<file path="src/rtl/ldpc_3gpp_dec_hb_seq_pkg.sv">
// Shared types for the fixed-mode 3GPP LDPC decoder Hb-table sequencer.
//   hb_zc_t        : Zc word address (max lifting size 384)
//   hb_row_t       : row-group index (up to 46 base-graph rows)
//   hb_seq_state_t : sequencer FSM state
package ldpc_3gpp_dec_hb_seq_pkg;

  localparam int cZC_MAX  = 384;
  localparam int cROW_MAX = 46;

  typedef logic [8:0] hb_zc_t;
  typedef logic [5:0] hb_row_t;

  typedef enum logic [1:0] {
    ST_IDLE  = 2'd0,
    ST_RUN   = 2'd1,
    ST_DRAIN = 2'd2,
    ST_DONE  = 2'd3
  } hb_seq_state_t;

endpackage

</file>
<file path="src/rtl/ldpc_3gpp_dec_hb_seq_dly.sv">
// Fixed-latency delay line for the {strobe, row, word} read address bundle.
// Turns read issues into write issues pLAT enabled cycles later.
//   iclk/ireset/iclkena : clock, async active-high reset, clock enable
//   istrb/irow/izc      : bundle in
//   ostrb/orow/ozc      : bundle out, pLAT enabled cycles later
//   opend               : a strobe sits in a stage that is not yet the output
module ldpc_3gpp_dec_hb_seq_dly
  import ldpc_3gpp_dec_hb_seq_pkg::*;
#(
  parameter int pLAT = 4
) (
  input  logic    iclk,
  input  logic    ireset,
  input  logic    iclkena,
  input  logic    istrb,
  input  hb_row_t irow,
  input  hb_zc_t  izc,
  output logic    ostrb,
  output hb_row_t orow,
  output hb_zc_t  ozc,
  output logic    opend
);

  logic [pLAT:1] r_vld;
  hb_row_t       r_row [pLAT:1];
  hb_zc_t        r_zc  [pLAT:1];

  always_ff @(posedge iclk or posedge ireset) begin
    if (ireset) begin
      r_vld <= '0;
      for (int k = 1; k <= pLAT; k++) begin
        r_row[k] <= '0;
        r_zc[k]  <= '0;
      end
    end else if (iclkena) begin
      for (int k = pLAT; k >= 2; k--) begin
        r_vld[k] <= r_vld[k-1];
        r_row[k] <= r_row[k-1];
        r_zc[k]  <= r_zc[k-1];
      end
      r_vld[1] <= istrb;
      r_row[1] <= irow;
      r_zc[1]  <= izc;
    end
  end

  assign ostrb = r_vld[pLAT];
  assign orow  = r_row[pLAT];
  assign ozc   = r_zc[pLAT];

  // Only the inner stages count: the output stage empties on the next edge,
  // which lets the sequencer leave DRAIN in the same cycle as the last write.
  generate
    if (pLAT > 1) begin : g_pend
      assign opend = |r_vld[pLAT-1:1];
    end else begin : g_nopend
      assign opend = 1'b0;
    end
  endgenerate

endmodule

</file>
<file path="src/rtl/ldpc_3gpp_dec_hb_seq.sv">
// Hb table row/word address sequencer for the fixed-mode 3GPP LDPC decoder.
// Per iteration walks every used row group and, inside each, every Zc word,
// issuing reads at once and the matching writes pWRITE_LAT cycles later.
//   iclk, ireset, iclkena           : clock, async active-high reset, enable
//   istart, iNiter, iused_zc/_row   : start request and run parameters
//   obusy, odone                    : run in progress / one-cycle completion
//   oread, orrow, orzc              : read strobe and address
//   owrite, owrow, owzc             : write strobe and address
//   oiter, olast_iter               : current read iteration / final-iteration flag
module ldpc_3gpp_dec_hb_seq
  import ldpc_3gpp_dec_hb_seq_pkg::*;
#(
  parameter int pROW_BY_CYCLE = 8,
  parameter int pWRITE_LAT    = 4,
  parameter int pITER_W       = 6
) (
  input  logic               iclk,
  input  logic               ireset,
  input  logic               iclkena,
  input  logic               istart,
  input  logic [pITER_W-1:0] iNiter,
  input  hb_zc_t             iused_zc,
  input  hb_row_t            iused_row,
  output logic               obusy,
  output logic               oread,
  output hb_row_t            orrow,
  output hb_zc_t             orzc,
  output logic               owrite,
  output hb_row_t            owrow,
  output hb_zc_t             owzc,
  output logic [pITER_W-1:0] oiter,
  output logic               olast_iter,
  output logic               odone
);

  localparam logic [pITER_W-1:0] cITER_ONE = pITER_W'(1);

  generate
    if (pWRITE_LAT < 1 ||
        ((cROW_MAX + pROW_BY_CYCLE - 1) / pROW_BY_CYCLE) > (2**$bits(hb_row_t) - 1) ||
        cZC_MAX > (2**$bits(hb_zc_t) - 1)) begin : g_param_err
      $error("ldpc_3gpp_dec_hb_seq: unsupported parameter set");
    end
  endgenerate

  hb_seq_state_t      r_state;
  logic [pITER_W-1:0] r_niter, r_iter;
  hb_zc_t             r_used_zc, r_zc;
  hb_row_t            r_used_row, r_row;

  logic               w_read, w_pend;
  logic               w_zc_last, w_row_last, w_iter_last;
  hb_zc_t             w_zc_m1;
  hb_row_t            w_row_m1;
  logic [pITER_W-1:0] w_niter_m1;

  assign w_zc_m1     = r_used_zc - hb_zc_t'(1);
  assign w_row_m1    = r_used_row - hb_row_t'(1);
  assign w_niter_m1  = r_niter - cITER_ONE;
  assign w_zc_last   = (r_zc == w_zc_m1);
  assign w_row_last  = (r_row == w_row_m1);
  assign w_iter_last = (r_iter == w_niter_m1);
  assign w_read      = (r_state == ST_RUN);

  always_ff @(posedge iclk or posedge ireset) begin
    if (ireset) begin
      r_state    <= ST_IDLE;
      r_niter    <= '0;
      r_used_zc  <= '0;
      r_used_row <= '0;
      r_iter     <= '0;
      r_zc       <= '0;
      r_row      <= '0;
    end else if (iclkena) begin
      case (r_state)
        ST_IDLE: if (istart) begin
          r_niter    <= (iNiter == '0) ? cITER_ONE : iNiter;
          r_used_zc  <= iused_zc;
          r_used_row <= iused_row;
          r_iter     <= '0;
          r_zc       <= '0;
          r_row      <= '0;
          // Empty run: nothing is issued; DRAIN sees an empty delay line
          // and finishes on the following edge.
          r_state    <= (iused_zc == '0 || iused_row == '0) ? ST_DRAIN : ST_RUN;
        end
        ST_RUN: begin
          if (!w_zc_last) begin
            r_zc <= r_zc + hb_zc_t'(1);
          end else begin
            r_zc <= '0;
            if (!w_row_last) begin
              r_row <= r_row + hb_row_t'(1);
            end else begin
              r_row <= '0;
              if (!w_iter_last) begin
                r_iter <= r_iter + cITER_ONE;
              end else begin
                r_iter  <= '0;
                r_state <= ST_DRAIN;
              end
            end
          end
        end
        ST_DRAIN: if (!w_pend) r_state <= ST_DONE;
        ST_DONE:  r_state <= ST_IDLE;
        default:  r_state <= ST_IDLE;
      endcase
    end
  end

  ldpc_3gpp_dec_hb_seq_dly #(
    .pLAT (pWRITE_LAT)
  ) u_dly (
    .iclk    (iclk),
    .ireset  (ireset),
    .iclkena (iclkena),
    .istrb   (w_read),
    .irow    (r_row),
    .izc     (r_zc),
    .ostrb   (owrite),
    .orow    (owrow),
    .ozc     (owzc),
    .opend   (w_pend)
  );

  assign oread      = w_read;
  assign orrow      = r_row;
  assign orzc       = r_zc;
  assign oiter      = r_iter;
  assign olast_iter = w_read & w_iter_last;
  assign obusy      = (r_state == ST_RUN) || (r_state == ST_DRAIN);
  assign odone      = (r_state == ST_DONE);

endmodule

</file>
<file path="config.mk">
export PLATFORM = sky130hd
export DESIGN_NAME = ldpc_3gpp_dec_hb_seq
export DESIGN_NICKNAME = d
export VERILOG_FILES = /design/src/rtl/ldpc_3gpp_dec_hb_seq_pkg.sv /design/src/rtl/ldpc_3gpp_dec_hb_seq_dly.sv /design/src/rtl/ldpc_3gpp_dec_hb_seq.sv
export SDC_FILE = /design/constraint.sdc
export NUM_CORES = 1
export LEC_CHECK = 0
export CAP_MARGIN = 20
export CORE_AREA = 2 2 106 108
export CTS_BUF_LIST = sky130_fd_sc_hd__clkbuf_8
export CTS_CLUSTER_SIZE = 14
export DETAILED_ROUTE_END_ITERATION = 10
export DIE_AREA = 0 0 108 110
export GPL_ROUTABILITY_DRIVEN = 0
export PLACE_DENSITY = 0.72
export SLEW_MARGIN = 20
export SYNTH_ARGS = -nofsm -noshare
export SYNTH_HDL_FRONTEND = slang
export SYNTH_SLANG_ARGS = --single-unit
</file>
<file path="constraint.sdc">
create_clock -name iclk -period 4.8 [get_ports iclk]
set_input_delay 0.48 -clock iclk [delete_from_list [all_inputs] [get_ports iclk]]
set_output_delay 0.48 -clock iclk [all_outputs]
set_load 0.02 [all_outputs]
</file>
==> run_results.csv, run 1 <==
group,metric,value,unit
status,status,"complete, no violations",
yosys,async_flop_share,100,%
yosys,yosysSeqAreaShare,51.1,%
place,io_buffers,65,
sta,max_slew_margin,29.3,%
worst_hold_path,hp-class,"reg -> reg",
yosys,synth_seq_cells,108,
die,start_util,49.4,%
cells_and_area,drive_gt1_share,22.8,%
die,core,10700,um^2
clock_network,cts_buffers,9,
clock_network,clock_sinks,108,
cells_and_area,n_fill_cell,930,
cells_and_area,nets,522,
setup_path,start_kind,"flop",
place,dpl_worst_slack,1.90,ns
power,leakage,2.71,nW
clock_network,path_clk_slew,0.10,ns
global_route,grt_pass1_wl,17.5,mm
global_route,grt_usage,18.9,%
sta,slew_viol_final,0,
die,dieArea,11900,um^2
detailed_routing,initialDrtViolationCount,197,
clock_network,cts_resized,0,
setup_path,crit_fanout,4,
global_route,antenna_found_initial,0,
yosys,syn_inst,438,
yosys,ys_warn_count,0,
power,power.density,353,nW/um^2
sta,period_share,68.0,%
yosys,yosysUniqueCellTypes,55,
sta,fin_ws,1.54,ns
place,hpwl,7.33,mm
sta,fin_worst_skew,0.00876,ns
detailed_routing,wl,10.3,mm
yosys,synth_edf_count,0,
detailed_routing,via_per_inst,5.51,
die,rows,38,
detailed_routing,drc,0,
yosys,synthesis.area,5290,um^2
global_route,grt_max_degree,80,
clock_network,cts_max_path_buffers,2,
sta,fmax,306,MHz
setup_path,crit_type,"reg -> out",
yosys,syn-num-nets,473,
sta,finalSetupViolCount,0,
sta,finalHoldViolCount,0,
die,io_pins,66,
sta,grt_setup_unrepaired,"false",
clock_network,insertion_delay,0.38,ns
global_route,first_global_vias,3602,
setup_path,critPathRequiredTime,4.32,ns
detailed_routing,antenna_left,0,
clock_network,postCtsSetupRepairBufs,0,
sta,worst_pin_slew,1.06,ns
detailed_routing,first_pass_iters,4,
flow_run,cap_violations,0,
setup_path,endpoint_kind,"output port",
clock_network,h-tree-depth,3,
clock_network,cts_tree,"built",
cells_and_area,area.sequential,2700,um^2
setup_path,arrival,2.78,ns
sta,fin_tns_setup,0,ns
clock_network,root_buffer,"clkbuf_8",
clock_network,cts_hold_buf,0,
cells_and_area,multi_input_area,2340,um^2
cells_and_area,postLayoutCoreUtil,57.2,%
global_route,overflow,0,
sta,finalCriticalPeriod,3.26,ns
die,die_y,110,um
detailed_routing,wl_per_cell,16.3,um
die,die_w,108,um
power,total_power,2.16,mW
cells_and_area,area_growth,15.7,%
power,ir_worst_vdd,0.167,mV
yosys,avgSynthCellArea,12.1,um^2
yosys,ys.flop_type,"dfrtp_1",
cells_and_area,diodes,0,
detailed_routing,routed-via-count,3483,
[Yosys cell counts, drive strengths merged, types with 11 or more instances]
cell / instances / share of area (%)
dfrtp: 108 / 51
xnor2: 17 / 2.8
nand2: 19 / 1.3
inv: 15 / 1.1
o21ai: 22 / 2.2
nor2: 14 / 1.1
mux2: 84 / 18
xor2: 13 / 2.2
o31ai: 11 / 1.6
nand3: 11 / 1.1
buf: 22 / 3.0
[power by group]
group | total [mW] | internal [mW] | switching, mW
sequential | 1.17 | 1.05 | 0.116
clock | 0.511 | 0.202 | 0.309
combinational | 0.481 | 0.261 | 0.220
total | 2.16 | 1.52 | 0.644
[layout by cell type (no fill, tap or decap), types with 3 or more instances in the layout]
master           synthesis  final
xnor2_1                 17     17
clkdlybuf4s50_1          0     64
nand2b_1                 5      5
or4_1                    3      3
and2b_1                  3      3
o21ai_1                  4      4
a31oi_1                  5      5
a32oi_1                  3      3
nor4_1                   3      3
a21oi_1                  6      6
a211oi_1                 3      3
nor2_1                  13     13
nand4_1                  3      3
inv_1                   15     16
xor2_1                  13     13
o21ai_0                 17     17
nand2_1                 19     19
clkbuf_8                 0     10
mux2_2                  84     84
nor3_1                  10     10
dfrtp_1                108    108
o31ai_1                 11     11
or3_1                    4      4
ha_1                    10     10
o211ai_1                 5      5
o21bai_1                 3      3
nand3_1                 10     10
[layout make-up]
cell class	instances	share of cell area, %
multi-input combinational	286	38.3
sequential	108	44.2
timing repair buffer	67	10.8
clock inverter	6	0.654
inverter	15	0.961
clock buffer	10	2.25
tap	140	2.86
[through the flow]
| step | std cells | area [um^2] | hold slack, ns |
|---|---|---|---|
| after floorplan | 438 | 5290 | 0.475 |
| after global placement | 616 | 5940 | 0.484 |
| after detailed placement | 616 | 5940 | 0.492 |
| after CTS | 632 | 6120 | 0.515 |
| after global routing | 632 | 6120 | 0.526 |
| final | 632 | 6120 | 0.511 |
[routing by layer]
| metal | wire, um | global-route usage, % | up-vias |
|---|---|---|---|
| met2 | 4810 | 30.0 | 82 |
| li1 | - | - | 1668 |
| met4 | 262 | 8.79 | 0 |
| met1 | 4830 | 25.7 | 1715 |
| met3 | 365 | 2.88 | 18 |
| met5 | 0 | 0 | - |
[critical path: stages (launching register included)]
cell and delay [ns]:
dfrtp_1 0.43, inv_1 0.09, ha_1 0.21, xor2_1 0.19
xnor2_1 0.14, a32oi_1 0.09, or3_1 0.45, nor2_1 0.17
clkdlybuf4s50_1 0.64
[sequential cells by signal (all words and copies together) (netlist names)]
register     flops
u_dly.r_vld      4
u_dly.r_row     18
r_used_row       6
oiter            6
u_dly.r_zc      27
orzc             9
r_state          2
r_niter          6
u_dly.orow       6
orrow            6
r_used_zc        9
u_dly.ozc        9
[kinds of logic after synthesis]
logic type / synth area share [%]
buf+inv: 4.54
mux: 17.9
fa+ha+maj: 2.37
compound gates: 9.54
xor+xnor: 4.97
simple gates: 9.58
flops: 51.1
[final timing paths]
path / from / endpoint / slack, ns / depth (start not counted)
max in group asynchronous: ireset / u_dly.r_vld[2]$_DFFE_PP0P_ / 3.17 / 3
setup reg to reg: r_used_zc[0]$_DFFE_PP0P_ / oiter[5]$_DFFE_PP0P_ / 1.83 / 9
hold / removal: u_dly.r_row[7]$_DFFE_PP0P_ / u_dly.r_row[7]$_DFFE_PP0P_ / 0.51 / 1
hold reg to reg: u_dly.r_row[7]$_DFFE_PP0P_ / u_dly.r_row[7]$_DFFE_PP0P_ / 0.51 / 1
setup / recovery: r_niter[0]$_DFFE_PP0P_ / olast_iter / 1.54 / 8
min in group asynchronous: ireset / u_dly.r_row[16]$_DFFE_PP0P_ / 0.66 / 2
Note: power is estimated with default switching activity, not from simulation.
==> run 2, diff against run 1 <==
--- a/config.mk
+++ b/config.mk
@@ -12,7 +12,7 @@
 export DETAILED_ROUTE_END_ITERATION = 10
 export DIE_AREA = 0 0 108 110
 export GPL_ROUTABILITY_DRIVEN = 0
-export PLACE_DENSITY = 0.72
+export PLACE_DENSITY = 0.75
 export SLEW_MARGIN = 20
 export SYNTH_ARGS = -nofsm -noshare
 export SYNTH_HDL_FRONTEND = slang
==> constraint.sdc (replaced) <==
create_clock -name iclk -period 2.7 [get_ports iclk]
set_input_delay 0.27 -clock iclk [delete_from_list [all_inputs] [get_ports iclk]]
set_output_delay 0.27 -clock iclk [all_outputs]
set_load 0.02 [all_outputs]
==> run 2 against run 1 <==
  * The run now ends with negative setup slack left
  * Global-route usage increased by 0.38 points
  * Clock skew grew 0.0034 ns
  * Setup slack worse by 1.6 ns
  * Combinational power is 86% higher
  * Clock-buffer cell count down 1
  * Critical path depth down 1
  * Design area up 4.6%
  * Sequential cell count did not move
  * Sequential share of layout area down 1.9 points
==> run_results.csv, run 2 (synthesized netlist as in run 1, its figures left out) <==
group,metric,value,unit
clock_network,path_clk_slew,0.11,ns
clock_network,cts_max_path_buffers,2,
sta,finalCriticalPeriod,2.74,ns
flow_run,cap_violations,0,
place,io_buffers,65,
die,die_w,108,um
sta,period_share,101,%
cells_and_area,nets,539,
sta,finalSetupViolCount,3,
global_route,grt_max_degree,66,
detailed_routing,initialDrtViolationCount,158,
clock_network,cts_buffers,9,
clock_network,h-tree-depth,3,
clock_network,cts_tree,"built",
detailed_routing,wl,10.8,mm
setup_path,max_stage_delay,0.60,ns
sta,slew_viol_final,0,
status,status,"finished with violations",
setup_path,critPathRequiredTime,2.94,ns
cells_and_area,top_register,"u_dly.r_zc",
place,hpwl,7.63,mm
cells_and_area,stdcell_area,6400,um^2
setup_path,crit_chain,"or4_4 > o41ai_1 > o211ai_1 > a31oi_1 > o21ai_2 > o31ai_2 > o31ai_4",
clock_network,clock_sinks,108,
power,total_power,4.01,mW
detailed_routing,drc,0,
global_route,antenna_found_initial,0,
detailed_routing,first_pass_iters,4,
cells_and_area,area_growth,21.1,%
power,ir_worst_vdd,0.284,mV
cells_and_area,reg.largest.list,"u_dly.r_zc: 27 flops, u_dly.r_row: 18 flops",
die,core,10700,um^2
status,failed_checks,"negative setup slack",
global_route,grt_usage,19.3,%
die,rows,38,
sta,fin_tns_setup,-0.0553,ns
sta,grt_setup_unrepaired,"true",
cells_and_area,final_cell_mix,"dfrtp_1, mux2_2, clkdlybuf4s50_1, nand2_1, buf_4",
global_route,grt_pass1_wl,17.9,mm
detailed_routing,routed-via-count,3588,
sta,fmax,365,MHz
power,power.density,627,nW/um^2
cells_and_area,n_fill_cell,852,
clock_network,insertion_delay,0.37,ns
clock_network,cts_hold_buf,0,
setup_path,endpoint_kind,"flop",
die,dieArea,11900,um^2
global_route,overflow,0,
sta,fin_ws,-0.0386,ns
die,start_util,49.4,%
setup_path,critPathSlowestCell,"or4_4",
setup_path,start_kind,"flop",
die,die_y,110,um
power,leakage,2.81,nW
detailed_routing,wl_per_cell,16.6,um
place,dpl_worst_slack,-0.00331,ns
cells_and_area,final_common_cell,"dfrtp_1",
detailed_routing,via_per_inst,5.53,
setup_path,arrival,2.98,ns
setup_path,crit_type,"reg -> reg",
global_route,first_global_vias,3561,
clock_network,root_buffer,"clkbuf_8",
cells_and_area,largest_reg_flops,27,
detailed_routing,antenna_left,0,
setup_path,crit_fanout,15,
cells_and_area,drive_gt1_share,29.5,%
cells_and_area,diodes,0,
die,io_pins,66,
cells_and_area,postLayoutCoreUtil,59.8,%
sta,finalHoldViolCount,0,
place,dpl-instance-area,6040,um^2
sta,max_slew_margin,47.8,%
sta,worst_pin_slew,0.782,ns
sta,fin_worst_skew,0.0121,ns
worst_hold_path,hp-class,"in -> async",
-- run 2: layout make-up --
class                      count  area, um^2  area share, %
clock buffer                   9         124           1.94
timing repair buffer          84         802           12.5
inverter                      15        60.1          0.938
multi-input combinational    286        2450           38.3
sequential                   108        2710           42.3
tap                          140         175           2.74
clock inverter                 7        86.3           1.35
-- run 2: path summary, 6_finish.rpt --
check                      slack (ns)  cells past startpoint                  startpoint                    endpoint
max                             -0.04                      7    r_used_zc[1]$_DFFE_PP0P_        oiter[4]$_DFFE_PP0P_
min                              0.28                      2                      ireset    u_dly.ozc[4]$_DFFE_PP0P_
max reg2reg                     -0.04                      7    r_used_zc[1]$_DFFE_PP0P_        oiter[4]$_DFFE_PP0P_
min reg2reg                      0.51                      1  u_dly.r_zc[25]$_DFFE_PP0P_    u_dly.ozc[7]$_DFFE_PP0P_
max in group asynchronous        1.79                      3                      ireset  u_dly.r_zc[17]$_DFFE_PP0P_
min in group iclk                0.42                      4                     iclkena         orzc[1]$_DFFE_PP0P_
-- run 2: layer usage --
layer	share of wire [%]	vias to the layer above	track usage (%)
met4	1.3	0	6.14
li1	-	1694	-
met5	0	-	0
met2	49	102	31.9
met1	45	1779	26.1
met3	4.7	13	3.23
-- run 2: critical path: cells and delay by family (launching register included) --
kind / cells / cell delay, ns
flip-flops: 1 / 0.46
AO/OA/AOI/OAI: 6 / 1.55
AND/OR/NAND/NOR: 1 / 0.60
-- run 2: repair_timing --
item,4_1_cts,5_1_grt
pin swaps,1,9
buffers inserted,0,6
gates resized for setup,7,21
endpoints found under the setup margin,4,18
-- run 2: stage by stage --
| step | std cells | hold WS, ns |
|---|---|---|
| floorplan | 438 | 0.420 |
| global placement | 627 | 0.483 |
| detailed placement | 627 | 0.492 |
| CTS | 643 | 0.284 |
| global route | 649 | 0.296 |
| finish | 649 | 0.276 |
-- run 2: power by group --
part,internal (mW),leakage (nW),switching [mW]
clock,0.445,0.101,0.597
combinational,0.480,1.31,0.416
sequential,1.88,1.40,0.198
total,2.80,2.81,1.21
==> run 3, diff against run 2 <==
==> constraint.sdc (replaced) <==
create_clock -name iclk -period 2.33 [get_ports iclk]
set_input_delay 0.233 -clock iclk [delete_from_list [all_inputs] [get_ports iclk]]
set_output_delay 0.233 -clock iclk [all_outputs]
set_load 0.02 [all_outputs]
==> run 3 against run 2 <==
  * The flow still finishes with violations (negative setup slack)
  * Combinational power up 26%
  * Sequential power up 14%
  * Clock power up 25%
  * Routed wire length up 4.5%
  * Setup slack worse by 0.061 ns
  * Sequential share of layout area down 2.0 points
  * Register-to-register slack worse by 0.06 ns
  * Clock skew down 0.0043 ns
  * Critical path type unchanged
  * Largest power group unchanged
==> run_results.csv, run 3 (synthesized netlist as in run 1, its figures left out) <==
group,metric,value,unit
cells_and_area,postLayoutCoreUtil,62.7,%
cells_and_area,area.sequential,2700,um^2
clock_network,path_clk_slew,0.10,ns
status,failed_checks,"negative setup slack",
global_route,grt_pass1_wl,18.3,mm
clock_network,cts_max_path_buffers,2,
die,start_util,49.4,%
cells_and_area,n_fill_cell,875,
sta,worst_pin_slew,0.565,ns
cells_and_area,final_common_cell,"dfrtp_1",
sta,finalSetupViolCount,11,
global_route,first_global_vias,3755,
setup_path,start_kind,"flop",
sta,fin_worst_skew,0.00785,ns
cells_and_area,area_growth,26.8,%
sta,finalHoldViolCount,0,
sta,fin_ws,-0.0991,ns
die,io_pins,66,
die,core,10700,um^2
setup_path,timing.rr.end,"orzc[4]$_DFFE_PP0P_",
power,ir_worst_vdd,0.440,mV
status,status,"finished with violations",
detailed_routing,antenna_left,0,
cells_and_area,largest_reg_flops,27,
cells_and_area,stdcell_area,6710,um^2
global_route,antenna_found_initial,0,
cells_and_area,top_register,"u_dly.r_zc",
detailed_routing,initialDrtViolationCount,195,
detailed_routing,drc,0,
setup_path,arrival,2.72,ns
setup_path,endpoint_kind,"flop",
detailed_routing,wl,11.3,mm
global_route,overflow,0,
power,power.density,717,nW/um^2
place,dpl-instance-area,6310,um^2
cells_and_area,reg.largest.list,"u_dly.r_zc: 27 flops, u_dly.r_row: 18 flops",
setup_path,r2r_slack,-0.1,ns
detailed_routing,wl_per_cell,16.6,um
sta,slew_viol_final,0,
clock_network,root_buffer,"clkbuf_8",
detailed_routing,first_pass_iters,4,
cells_and_area,drive_gt1_share,34.9,%
sta,max_slew_margin,62.3,%
cells_and_area,diodes,0,
cells_and_area,final_cell_mix,"dfrtp_1, mux2_2, clkdlybuf4s50_1, buf_4, nand2_1",
clock_network,h-tree-depth,3,
setup_path,r2r_cells,9,
flow_run,cap_violations,0,
setup_path,crit_fanout,5,
detailed_routing,routed-via-count,3789,
cells_and_area,nets,568,
setup_path,crit_type,"reg -> reg",
clock_network,cts_tree,"built",
power,leakage,3.01,nW
setup_path,critPathRequiredTime,2.62,ns
sta,fmax,412,MHz
setup_path,timing.rr.start,"r_used_zc[1]$_DFFE_PP0P_",
place,hpwl,7.97,mm
die,rows,38,
sta,finalCriticalPeriod,2.43,ns
detailed_routing,via_per_inst,5.59,
die,die_w,108,um
place,io_buffers,65,
clock_network,cts_buffers,9,
sta,grt_setup_unrepaired,"true",
worst_hold_path,hp-class,"in -> async",
die,dieArea,11900,um^2
global_route,grt_max_degree,109,
setup_path,crit_start,"r_used_zc[1]$_DFFE_PP0P_",
clock_network,clock_sinks,108,
global_route,grt_usage,19.7,%
clock_network,insertion_delay,0.37,ns
cells_and_area,multi_input_area,2520,um^2
die,die_y,110,um
sta,period_share,104,%
[run 3: changes by cell type in the layout (fill, tap and decap cells not counted), sizes merged]
cell,before,now
buf,21,50
bufinv,1,2
clkbuf,9,10
clkinv,2,0
clkinvlp,3,2
inv,16,17
[run 3: critical path, stage by stage, from the launching register on]
cell and delay (ns):
dfrtp_1 0.42, or4_4 0.59, o211ai_1 0.23, a21boi_2 0.27, a221oi_4 0.12, buf_4 0.17
nand2_4 0.09, buf_4 0.12, nand3_1 0.13, o22ai_1 0.20
[run 3: metrics by stage]
step                setup WS [ns]  power, mW  hold slack [ns]  TNS, ns  cells
floorplan                 -0.0129       3.10            0.383  -0.0453    438
global placement          -0.0340       3.48            0.482   -0.127    659
detailed placement         -0.135       3.53            0.491   -0.792    659
CTS                       -0.0698       4.84            0.394   -0.540    678
global route               -0.226       5.04            0.436    -2.66    678
finish                    -0.0991       4.81            0.368   -0.838    678
[run 3: where the power goes]
| part | total (mW) | internal, mW | switching [mW] |
|---|---|---|---|
| logic | 1.13 | 0.600 | 0.535 |
| clock network | 1.30 | 0.647 | 0.652 |
| registers | 2.37 | 2.17 | 0.197 |
| total | 4.81 | 3.42 | 1.38 |
[run 3: worst max-delay path by stage]
stage / cells after the start / end / slack, ns
global placement: 8 / olast_iter / -0.03
finish: 9 / orzc[4]$_DFFE_PP0P_ / -0.1
floorplan: 7 / r_state[0]$_DFFE_PP0P_ / -0.01
detailed placement: 7 / oiter[3]$_DFFE_PP0P_ / -0.14
global route: 9 / oiter[3]$_DFFE_PP0P_ / -0.23
CTS: 7 / oiter[4]$_DFFE_PP0P_ / -0.07
[run 3: repair_timing]
item,CTS,global route
setup buffers,3,0
hold buffers,0,0
endpoints found under the setup margin,18,22
resized for setup,21,19
pin swaps,11,4
[run 3: area by class of cell]
| class | instances | area share [%] |
|---|---|---|
| Inverter | 15 | 0.896 |
| Clock buffer | 10 | 2.05 |
| Sequential cell | 108 | 40.3 |
| Timing Repair Buffer | 113 | 15.1 |
| Tap cell | 140 | 2.61 |
| Multi-Input combinational cell | 286 | 37.6 |
| Clock inverter | 6 | 1.40 |
[run 3: routing by layer]
layer	up-vias	track usage, %	part of all wire [%]
met3	22	3.00	6.5
li1	1751	-	-
met5	-	0	0
met4	0	7.97	2.3
met2	135	32.0	48
met1	1881	26.8	43
